<file path="src/rtl/decimating_output_buffer.sv">
// -----------------------------------------------------------------------------
// decimating_output_buffer
//
// Output stage after the symmetric-round stage of the systolic FIR. It keeps
// every N-th rounded sample (runtime factor N), queues kept samples in a small
// show-ahead FIFO, and lets the downstream consumer drain it with valid/ready.
// Kept samples that arrive while the FIFO is full are dropped and flagged.
//
// Optional feature macro: DECIM_BUF_OVF_CNT_EN
//   defined   -> adds OvfCount_o, a 16-bit saturating count of dropped samples
//   undefined -> no counter, no port; Overflow_o behaves identically
//
// Ports:
//   Clk_i          in   clock, rising edge
//   Rst_i          in   synchronous active-high reset
//   Data_i         in   signed sample from the round stage
//   DataNd_i       in   new-data strobe for Data_i
//   DecimFactor_i  in   decimation factor N (0 and 1 keep every sample)
//   Ready_i        in   downstream ready
//   ClearOvf_i     in   clears Overflow_o (and OvfCount_o)
//   Data_o         out  FIFO head sample, 0 while DataValid_o is low
//   DataValid_o    out  FIFO not empty
//   Level_o        out  FIFO occupancy 0..2^AddrWidth
//   OvfCount_o     out  dropped-sample count (only with DECIM_BUF_OVF_CNT_EN)
//   Overflow_o     out  sticky drop flag
// -----------------------------------------------------------------------------
module decimating_output_buffer #(
  parameter int DataWidth  = 18,
  parameter int AddrWidth  = 4,
  parameter int DecimWidth = 8
) (
  input  logic                         Clk_i,
  input  logic                         Rst_i,
  input  logic signed [DataWidth-1:0]  Data_i,
  input  logic                         DataNd_i,
  input  logic        [DecimWidth-1:0] DecimFactor_i,
  input  logic                         Ready_i,
  input  logic                         ClearOvf_i,
  output logic signed [DataWidth-1:0]  Data_o,
  output logic                         DataValid_o,
  output logic        [AddrWidth:0]    Level_o,
`ifdef DECIM_BUF_OVF_CNT_EN
  output logic        [15:0]           OvfCount_o,
`endif
  output logic                         Overflow_o
);

  localparam int Depth = 1 << AddrWidth;
  localparam logic [AddrWidth:0] DepthCount = {1'b1, {AddrWidth{1'b0}}};

  logic signed [DataWidth-1:0]  r_mem [Depth];
  logic        [AddrWidth-1:0]  r_wptr;
  logic        [AddrWidth-1:0]  r_rptr;
  logic        [AddrWidth:0]    r_count;
  logic        [DecimWidth-1:0] r_phase;
  logic                         r_ovf;

  logic                         w_keep;
  logic                         w_full;
  logic                         w_read;
  logic                         w_write;
  logic                         w_drop;
  logic        [DecimWidth-1:0] w_reload;

  // A strobe landing on phase 0 starts a new decimation period.
  assign w_keep  = DataNd_i && (r_phase == {DecimWidth{1'b0}});
  assign w_full  = (r_count == DepthCount);
  // Read depends only on registered count plus Ready_i, never the reverse.
  assign w_read  = DataValid_o && Ready_i;
  // A read in the same cycle frees the slot being written when full.
  assign w_write = w_keep && (!w_full || w_read);
  assign w_drop  = w_keep && w_full && !w_read;

  // Reload value is max(N,1)-1 so factors 0 and 1 both keep every sample.
  assign w_reload = (DecimFactor_i == {DecimWidth{1'b0}}) ? {DecimWidth{1'b0}}
                  : DecimFactor_i - {{(DecimWidth-1){1'b0}}, 1'b1};

  assign DataValid_o = (r_count != {(AddrWidth+1){1'b0}});
  assign Level_o     = r_count;
  assign Overflow_o  = r_ovf;

  // Decimation phase counter; the factor is only sampled at reload.
  always_ff @(posedge Clk_i) begin
    if (Rst_i) begin
      r_phase <= {DecimWidth{1'b0}};
    end else if (DataNd_i) begin
      if (r_phase == {DecimWidth{1'b0}}) begin
        r_phase <= w_reload;
      end else begin
        r_phase <= r_phase - {{(DecimWidth-1){1'b0}}, 1'b1};
      end
    end else begin
      r_phase <= r_phase;
    end
  end

  // Sample storage; contents intentionally survive reset.
  always_ff @(posedge Clk_i) begin
    if (w_write) begin
      r_mem[r_wptr] <= Data_i;
    end
  end

  // FIFO pointers and occupancy; pointers wrap naturally at 2^AddrWidth.
  always_ff @(posedge Clk_i) begin
    if (Rst_i) begin
      r_wptr  <= {AddrWidth{1'b0}};
      r_rptr  <= {AddrWidth{1'b0}};
      r_count <= {(AddrWidth+1){1'b0}};
    end else begin
      if (w_write) begin
        r_wptr <= r_wptr + {{(AddrWidth-1){1'b0}}, 1'b1};
      end
      if (w_read) begin
        r_rptr <= r_rptr + {{(AddrWidth-1){1'b0}}, 1'b1};
      end
      case ({w_write, w_read})
        2'b10:   r_count <= r_count + {{AddrWidth{1'b0}}, 1'b1};
        2'b01:   r_count <= r_count - {{AddrWidth{1'b0}}, 1'b1};
        default: r_count <= r_count;
      endcase
    end
  end

  // Sticky overflow flag; a drop wins over a same-cycle clear.
  always_ff @(posedge Clk_i) begin
    if (Rst_i) begin
      r_ovf <= 1'b0;
    end else if (w_drop) begin
      r_ovf <= 1'b1;
    end else if (ClearOvf_i) begin
      r_ovf <= 1'b0;
    end else begin
      r_ovf <= r_ovf;
    end
  end

`ifdef DECIM_BUF_OVF_CNT_EN
  logic [15:0] r_ovf_cnt;

  // Saturating drop counter; a drop during a clear restarts the count at 1.
  always_ff @(posedge Clk_i) begin
    if (Rst_i) begin
      r_ovf_cnt <= 16'd0;
    end else if (ClearOvf_i) begin
      r_ovf_cnt <= w_drop ? 16'd1 : 16'd0;
    end else if (w_drop && (r_ovf_cnt != 16'hFFFF)) begin
      r_ovf_cnt <= r_ovf_cnt + 16'd1;
    end else begin
      r_ovf_cnt <= r_ovf_cnt;
    end
  end

  assign OvfCount_o = r_ovf_cnt;
`endif

  // Show-ahead head of queue, masked to zero while empty.
  always_comb begin
    Data_o = {DataWidth{1'b0}};
    if (DataValid_o) begin
      Data_o = r_mem[r_rptr];
    end else begin
      Data_o = {DataWidth{1'b0}};
    end
  end

endmodule

</file>
<file path="config.mk">
export PLATFORM = sky130hd
export DESIGN_NAME = decimating_output_buffer
export DESIGN_NICKNAME = d
export VERILOG_FILES = /design/src/rtl/decimating_output_buffer.sv
export SDC_FILE = /design/constraint.sdc
export NUM_CORES = 1
export LEC_CHECK = 0
export CAP_MARGIN = 10
export CELL_PAD_IN_SITES_DETAIL_PLACEMENT = 1
export CELL_PAD_IN_SITES_GLOBAL_PLACEMENT = 1
export CORE_MARGIN = 2
export CORE_UTILIZATION = 45
export CTS_CLUSTER_DIAMETER = 150
export CTS_CLUSTER_SIZE = 24
export DETAILED_ROUTE_END_ITERATION = 8
export MAX_ROUTING_LAYER = met4
export PLACE_DENSITY = 0.67
export REMOVE_ABC_BUFFERS = 1
export SLEW_MARGIN = 30
export SYNTH_ARGS = -nofsm -noshare
export SYNTH_HDL_FRONTEND = slang
export SYNTH_SLANG_ARGS = --single-unit
</file>
<file path="constraint.sdc">
create_clock -name Clk_i -period 7.2 [get_ports Clk_i]
set_input_delay 1.08 -clock Clk_i [delete_from_list [all_inputs] [get_ports Clk_i]]
set_output_delay 1.08 -clock Clk_i [all_outputs]
set_load 0.01 [all_outputs]
</file>
==> results of run 1 <==
[layout by cell type, fill, tap and decap left out, drive strengths merged, types with 2 or more instances in the layout]
| cell type | n |
|---|---|
| a21boi | 3 |
| a21oi | 9 |
| a221oi | 3 |
| a31oi | 2 |
| and2 | 19 |
| buf | 11 |
| clkbuf | 28 |
| clkdlybuf4s50 | 55 |
| dfxtp | 26 |
| edfxtp | 288 |
| ha | 11 |
| inv | 9 |
| mux2i | 2 |
| mux4 | 90 |
| nand2 | 10 |
| nand2b | 4 |
| nand3 | 7 |
| nand4 | 2 |
| nor2 | 35 |
| nor3 | 18 |
| nor4 | 4 |
| nor4b | 2 |
| o2111a | 2 |
| o21ai | 8 |
| or3 | 4 |
| or4 | 6 |
| xnor2 | 6 |
| xor2 | 6 |
[where the power goes]
group	switching [mW]	internal, mW	total, mW
Clock	0.563	0.457	1.02
Combinational	0.427	0.559	0.987
Sequential	0.115	2.04	2.15
Total	1.11	3.05	4.16
[worst min-delay path, delay by kind of cell, from the launching register on]
kind	cells	cell delay [ps]
flip-flops	1	330
AO/OA/AOI/OAI	2	150
[sequential cells by signal, summed over array words and instances (netlist names), named ones only]
register	flops
r_wptr	4
r_phase	8
Overflow_o	1
Level_o	5
r_rptr	4
r_mem	288
[routing by layer]
metal	share of wire [%]	wire length [µm]	track usage [%]	vias to the layer above
li1	-	-	-	2636
met1	43	11700	26.4	3189
met2	51	13800	34.0	142
met3	4.0	1090	2.30	32
met4	1.7	464	4.01	0
met5	0	0	-	-
[area by class of cell]
class / count / area [µm²] / area share (%)
sequential: 314 / 9180 / 65.3
clock buffer: 28 / 467 / 3.32
tap: 372 / 465 / 3.31
multi-input combinational: 266 / 3260 / 23.2
inverter: 9 / 33.8 / 0.240
clock inverter: 1 / 30.0 / 0.214
timing repair buffer: 66 / 633 / 4.50
[final timing paths]
| kind | from | endpoint | slack [ps] | cells after the start |
|---|---|---|---|---|
| worst min register to register | r_rptr[3]$_SDFFE_PP0N_ | r_rptr[3]$_SDFFE_PP0N_ | 520 | 2 |
| worst min-delay path | r_rptr[3]$_SDFFE_PP0N_ | r_rptr[3]$_SDFFE_PP0N_ | 520 | 2 |
| worst max-delay path | flop | Data_o[4] | 2280 | 5 |
| worst max register to register | r_phase[2]$_SDFFE_PP0P_ | r_mem[4][15]$_DFFE_PP_ | 3820 | 6 |
[logic make-up after synthesis]
logic type	Yosys count	synth area share (%)
buffers and inverters	38	1.23
adder cells (fa/ha/maj)	11	1.10
AND/OR/NAND/NOR	118	5.10
flip-flops	314	73.5
AO/OA/AOI/OAI	33	1.81
XOR/XNOR	12	0.843
multiplexers	92	16.4
[per-stage QoR]
stage,utilization [%],cell area (µm²)
finish,51.9,14100
global route,51.9,14100
CTS,51.9,14100
detailed placement,50.1,13600
global placement,50.0,13600
floorplan,-,12400
==> reports/metrics.csv, run 1 <==
stage,metric,value,unit
clocking,Inserted Clock Buffers,17,
timing,Final Setup Violations,0,
floorplanning,row count,60,
floorplanning,Die X-Extent,170,µm
logic_synthesis,async set-reset flop share out of synthesis,0,%
logic_synthesis,synth cell count leaders,"288 x edfxtp_1, 90 x mux4_2, 35 x nor2_1, 26 x dfxtp_1",
route,DR vias/cell,5.68,
clocking,Clock transition at path regs,90,ps
route,Routed WL per cell,25.6,µm
setup_path,crit-path cells,"buf_4, mux4_2, mux4_2, and2_1, clkdlybuf4s50_1",
logic_synthesis,register area share after synthesis,73.5,%
setup_path,"Slowest-stage cell, CP",dfxtp_4,
placed_design,PortBufs,55,
setup_path,cell mode on critical path,mux4_2,
setup_path,crit end category,primary output,
floorplanning,IO Count,56,
setup_path,CP Class,reg -> out,
logic_synthesis,cell count after synthesis,618,
logic_synthesis,Synth area leaders,"edfxtp_1 69%, mux4_2 16%, dfxtp_1 4.2%, ha_1 1.1%, nor2_1 1.1%",
logic_synthesis,Yosys top cell area share,69.3,%
clocking,CTS tree,built,
setup_path,Crit path max-delay family,buffers and inverters,
pwr,Worst VDD drop,0.159,mV
timing,final worst path period need,4920,ps
clocking,PostCTS Resize Cnt,0,
finish,layout cells sized above 1,21.2,%
timing,Fmax,0.203,GHz
route,# DRC,0,
grt,largest net degree at the start of global routing,46,
finish,fill count,2415,
floorplanning,die area,29100,µm²
placed_design,DPL Wire Length,15.4,mm
placed_design,GPL Wtd Cong,0.793,
grt,antenna violations before repair,1,
clocking,root buf cell,clkbuf_16,
logic_synthesis,cell taking the most area after synthesis,edfxtp_1,
floorplanning,core area,27100,µm²
timing,final worst setup slack,2280,ps
placed_design,placed cell count,1027,
route,first drt pass iteration count,4,
clocking,H-tree lvl count,1,
route,post-route ant nets,0,
logic_synthesis,Mapped Area,12500,µm²
floorplanning,Die H,170,µm
timing,Final Hold Viols,0,
timing,RSZ-0062 raised after global routing,no,
logic_synthesis,synthesized flop and latch total,314,
setup_path,Worst EP arrival,3840,ps
route,via count,5999,
setup_path,Startpoint Class,flop,
route,initial DRC count,612,
grt,overall routing resource usage,20.0,%
clocking,Clock Sinks,314,
floorplanning,Initial Util,46.0,%
clocking,Post-CTS Setup Inserts,0,
clocking,Worst-Skew Late Latency,500,ps
timing,max_slew headroom,38.8,%
finish,Non-Filler Instances,1056,
finish,# nets final,716,
setup_path,worst stage delay on the critical path,940,ps
timing,Worst Clk Skew,24.7,ps
logic_synthesis,Ys Warns,0,
clocking,hold_buf cts,0,
finish,Area Overhead vs Synth,12.7,%
logic_synthesis,Post-Syn Area per Cell,20.2,µm²
grt,gr ovfl total,0,
grt,vias in the first global route,6624,
worst_hold_path,hold crit path type,reg -> reg,
timing,"Slew Viols, Final",0,
logic_synthesis,"count leader, synth",edfxtp_1,
timing,final period utilization,68.3,%
job,Max Cap Viol,0,
status,status,completed,
timing,Hold WS,520,ps
logic_synthesis,Synth cell types,44,
grt,first-pass GRT wire length,41.3,mm
setup_path,worst-path maximum fanout,42,
setup_path,CP bufs+invs,2,
setup_path,CP required,6120,ps
logic_synthesis,Synth Flop Type,edfxtp_1,
pwr,Final Power,4.16,mW
pwr,P per Cell Area,296,nW/µm²
logic_synthesis,"EDFF count, synth",288,
pwr,leakage,4.23,nW
clocking,Clock Tree Buf Depth,3,
timing,Slew @ Worst Pin,916,ps
timing,post-route setup TNS,0,ps
placed_design,pre-CTS worst setup slack,2700,ps
finish,# diodes,0,
route,final WL,27.1,mm
No activity file was read; power rests on OpenSTA's default activity.
==> run 2, diff against run 1 <==
==> constraint.sdc (replaced) <==
create_clock -name Clk_i -period 4.9 [get_ports Clk_i]
set_input_delay 0.735 -clock Clk_i [delete_from_list [all_inputs] [get_ports Clk_i]]
set_output_delay 0.735 -clock Clk_i [all_outputs]
set_load 0.01 [all_outputs]
==> reports/metrics.csv, run 2 (synthesized netlist as in run 1, its figures left out) <==
stage,metric,value,unit
status,status,completed,
clocking,H-tree lvl count,1,
route,via count,6227,
floorplanning,row count,60,
floorplanning,Die X-Extent,170,µm
floorplanning,Die H,170,µm
clocking,Clock transition at path regs,90,ps
setup_path,CP required,4160,ps
finish,Non-Filler Instances,1066,
timing,Hold WS,497,ps
grt,vias in the first global route,6774,
finish,Largest Register,r_mem,
timing,RSZ-0062 raised after global routing,no,
timing,final period utilization,82.6,%
timing,final worst path period need,4050,ps
job,Max Cap Viol,0,
floorplanning,IO Count,56,
clocking,Worst-Skew Late Latency,500,ps
finish,max reg flops,288,
floorplanning,Initial Util,46.0,%
route,initial DRC count,550,
finish,"commonest non-fill, non-tap cell in the layout",edfxtp_1,
pwr,combinational power share,25.7,%
setup_path,Worst EP arrival,3310,ps
route,Routed WL per cell,26.8,µm
timing,Final Hold Viols,0,
setup_path,CP Class,reg -> out,
grt,overall routing resource usage,21.3,%
pwr,Clk pwr share,23.8,%
clocking,CTS tree,built,
timing,Slew @ Worst Pin,664,ps
timing,"Slew Viols, Final",0,
finish,Final Util,52.2,%
setup_path,crit end category,primary output,
setup_path,Startpoint Class,flop,
placed_design,placed cell count,1043,
route,final WL,28.6,mm
route,first drt pass iteration count,5,
setup_path,reg-to-reg startpoint,Level_o[1]$_SDFFE_PP0P_,
pwr,Cell Int Power,4.48,mW
floorplanning,die area,29100,µm²
worst_hold_path,hold crit path type,reg -> reg,
clocking,Post-CTS Setup Inserts,0,
placed_design,PortBufs,55,
setup_path,worst-path maximum fanout,40,
placed_design,DPL Wire Length,18.3,mm
grt,largest net degree at the start of global routing,51,
grt,first-pass GRT wire length,44.0,mm
timing,post-route setup TNS,0,ps
placed_design,GPL Wtd Cong,0.829,
clocking,hold_buf cts,0,
timing,Fmax,0.247,GHz
finish,most frequent cells in the layout,"288 x edfxtp_1, 90 x mux4_2, 54 x clkdlybuf4s50_1",
clocking,Clock Tree Buf Depth,3,
route,# DRC,0,
pwr,Sw Ratio,27.1,%
clocking,PostCTS Resize Cnt,0,
route,post-route ant nets,0,
clocking,root buf cell,clkbuf_16,
pwr,P per Cell Area,435,nW/µm²
finish,layout cells sized above 1,23.5,%
timing,Worst Clk Skew,28.2,ps
grt,gr ovfl total,0,
finish,Area Overhead vs Synth,13.5,%
timing,Final Setup Violations,0,
route,DR vias/cell,5.84,
pwr,Final Power,6.15,mW
pwr,net switching power,1.67,mW
timing,max_slew headroom,55.6,%
clocking,Clock Sinks,314,
grt,antenna violations before repair,0,
worst_hold_path,hold path start,r_rptr[3]$_SDFFE_PP0N_,
pwr,leakage,4.32,nW
pwr,Reg power frac,50.5,%
pwr,Worst VDD drop,0.398,mV
floorplanning,core area,27100,µm²
clocking,Inserted Clock Buffers,17,
finish,# nets final,732,
finish,# diodes,0,
run 2: final cells by class:
cell class                      count  area, µm²
Fill cell                        2397      12900
Sequential cell                   314       9180
Multi-Input combinational cell    266       3200
Timing Repair Buffer               82        811
Tap cell                          372        465
Clock buffer                       22        444
Inverter                            9       33.8
Clock inverter                      1       30.0
run 2: worst paths after layout:
check | to | slack [ps] | depth (start not counted)
max reg2reg | Level_o[2]$_SDFFE_PP0P_ | 1670 | 8
max | Data_o[17] | 850 | 5
min reg2reg | flop | 500 | 2
min | flop | 500 | 2
run 2: worst max-delay path: stages (launching register included):
cell	delay, ps
dfxtp_4	650
buf_12	350
mux4_2	590
mux4_2	490
and2_1	180
clkdlybuf4s50_1	470
run 2: metrics by stage:
stage                     cell area (µm²)  setup slack, ps
after floorplan                     12400             -177
after detailed placement            13700             1050
after global routing                14200              674
after CTS                           14200              775
final                               14200              853
after global placement              13700             1200
run 2: power groups by stage:
stage	combinational, mW	sequential (mW)	clock (mW)
detailed placement	1.60	3.17	0
CTS	1.61	3.11	1.50
global route	1.71	3.13	1.57
global placement	1.56	3.16	0
floorplan	0.879	3.22	0
finish	1.58	3.11	1.46
run 2: per-layer routing:
| metal | GRT usage, % | vias up | routed length [µm] |
|---|---|---|---|
| met3 | 2.28 | 26 | 1190 |
| met2 | 36.2 | 164 | 14800 |
| met1 | 28.9 | 3372 | 12300 |
| met4 | 2.82 | 0 | 326 |
| li1 | - | 2665 | - |
| met5 | - | - | 0 |
==> run 3, diff against run 2 <==
--- a/config.mk
+++ b/config.mk
@@ -14,7 +14,7 @@
 export CTS_CLUSTER_SIZE = 24
 export DETAILED_ROUTE_END_ITERATION = 8
 export MAX_ROUTING_LAYER = met4
-export PLACE_DENSITY = 0.67
+export PLACE_DENSITY = 0.7
 export REMOVE_ABC_BUFFERS = 1
 export SLEW_MARGIN = 30
 export SYNTH_ARGS = -nofsm -noshare
==> constraint.sdc (replaced) <==
create_clock -name Clk_i -period 3.4 [get_ports Clk_i]
set_input_delay 0.51 -clock Clk_i [delete_from_list [all_inputs] [get_ports Clk_i]]
set_output_delay 0.51 -clock Clk_i [all_outputs]
set_load 0.01 [all_outputs]
==> reports/metrics.csv, run 3 (synthesized netlist as in run 1, its figures left out) <==
stage,metric,value,unit
floorplanning,row count,60,
route,first drt pass iteration count,4,
pwr,Reg power frac,49.0,%
finish,Largest Register,r_mem,
timing,Final Setup Violations,0,
finish,"commonest non-fill, non-tap cell in the layout",edfxtp_1,
setup_path,CP required,2890,ps
route,Routed WL per cell,25.6,µm
finish,fill count,2431,
timing,final period utilization,96.8,%
worst_hold_path,hold path start,r_rptr[3]$_SDFFE_PP0N_,
floorplanning,Die X-Extent,170,µm
grt,antenna violations before repair,0,
clocking,Clock transition at path regs,100,ps
setup_path,R2R setup slack,520,ps
setup_path,cell mode on critical path,mux4_2,
timing,Hold WS,542,ps
finish,Area Overhead vs Synth,17.0,%
timing,Fmax,0.304,GHz
setup_path,worst stage delay on the critical path,510,ps
clocking,root buf cell,clkbuf_16,
placed_design,DPL Wire Length,16.6,mm
pwr,Worst VDD drop,0.357,mV
clocking,H-tree lvl count,1,
floorplanning,Die H,170,µm
setup_path,CP Class,reg -> out,
placed_design,pre-CTS worst setup slack,239,ps
route,# DRC,0,
setup_path,CP bufs+invs,2,
placed_design,placed cell count,1048,
route,initial DRC count,540,
placed_design,GPL Wtd Cong,0.789,
grt,first-pass GRT wire length,43.4,mm
status,status,completed,
timing,max_slew headroom,39.7,%
clocking,Worst-Skew Late Latency,500,ps
pwr,leakage,4.59,nW
finish,layout cells sized above 1,25.8,%
timing,Worst Clk Skew,39.4,ps
grt,vias in the first global route,6878,
clocking,CTS tree,built,
timing,post-route setup TNS,0,ps
timing,final worst path period need,3290,ps
setup_path,Startpoint Class,flop,
pwr,combinational power share,27.2,%
setup_path,crit-path cells,"buf_16, mux4_2, mux4_2, and2_1, clkdlybuf4s50_1",
pwr,Final Power,9.03,mW
timing,final worst setup slack,108,ps
floorplanning,IO Count,56,
finish,Final Util,53.8,%
timing,Final Hold Viols,0,
route,final WL,28.1,mm
setup_path,"Slowest-stage cell, CP",mux4_2,
pwr,Cell Int Power,6.60,mW
setup_path,worst-path maximum fanout,9,
pwr,net switching power,2.43,mW
pwr,Sw Ratio,26.9,%
grt,largest net degree at the start of global routing,29,
finish,Non-Filler Instances,1098,
timing,"Slew Viols, Final",0,
setup_path,Worst EP arrival,2780,ps
clocking,Inserted Clock Buffers,17,
clocking,Clock Sinks,314,
setup_path,crit end category,primary output,
finish,# diodes,0,
floorplanning,Initial Util,46.0,%
floorplanning,die area,29100,µm²
job,Max Cap Viol,0,
pwr,Clk pwr share,23.8,%
finish,design area,14600,µm²
grt,overall routing resource usage,20.9,%
setup_path,reg-to-reg startpoint,r_phase[1]$_SDFFE_PP0P_,
clocking,hold_buf cts,0,
placed_design,PortBufs,55,
finish,most frequent cells in the layout,"288 x edfxtp_1, 90 x mux4_2, 40 x clkdlybuf4s50_1",
setup_path,Crit path max-delay family,multiplexers,
timing,Slew @ Worst Pin,902,ps
timing,RSZ-0062 raised after global routing,no,
pwr,P per Cell Area,619,nW/µm²
floorplanning,core area,27100,µm²
route,via count,6328,
finish,max reg flops,288,
grt,gr ovfl total,0,
placed_design,area after detailed placement,13800,µm²
finish,# nets final,758,
route,DR vias/cell,5.76,
route,post-route ant nets,0,
worst_hold_path,hold crit path type,reg -> reg,
clocking,Clock Tree Buf Depth,3,
## run 3: changes by cell type in the layout (fill, tap and decap cells not counted), sizes merged
| cell | before | now |
|---|---|---|
| clkbuf | 22 | 28 |
| dlygate4sd2 | 0 | 12 |
| dlymetal6s2s | 0 | 3 |
| buf | 28 | 53 |
| clkdlybuf4s50 | 54 | 40 |
## run 3: cell type report
| class | instances | area, µm² | share of cell area, % |
|---|---|---|---|
| clock buffer | 28 | 467 | 3.20 |
| clock inverter | 1 | 30.0 | 0.206 |
| inverter | 9 | 33.8 | 0.232 |
| multi-input combinational | 266 | 3200 | 21.9 |
| sequential | 314 | 9170 | 62.9 |
| tap | 372 | 465 | 3.19 |
| timing repair buffer | 108 | 1220 | 8.36 |
## run 3: metal layers
metal	routed length (µm)	global-route usage, %	vias up
li1	-	-	2732
met1	11700	27.5	3397
met2	14700	35.8	169
met3	1340	2.44	30
met4	361	4.09	0
met5	0	-	-
## run 3: worst min-delay path, cell delays in order, from the launching register on
cell,delay (ps)
dfxtp_1,330
o21ai_0,70
a21oi_1,90
## run 3: worst paths after layout
| kind | cells after the start | endpoint |
|---|---|---|
| max | 5 | Data_o[13] |
| min | 2 | r_rptr[3]$_SDFFE_PP0N_ |
| max reg2reg | 10 | Level_o[2]$_SDFFE_PP0P_ |
| min reg2reg | 2 | r_rptr[3]$_SDFFE_PP0N_ |
## run 3: repair_timing
item,CTS,global route
pin swaps,0,0
buffers inserted,6,15
hold endpoints to repair,0,0
gates resized for setup,19,7
setup endpoints to repair,11,10
gates cloned,2,0
## run 3: power by group through the flow
stage | Clock, mW | Combinational (mW) | Sequential, mW
2_1_floorplan | 0 | 1.27 | 4.65
3_3_place_gp | 0 | 2.29 | 4.49
3_5_place_dp | 0 | 2.37 | 4.51
4_1_cts | 2.21 | 2.43 | 4.43
5_1_grt | 2.33 | 2.66 | 4.45
6_report | 2.15 | 2.45 | 4.43
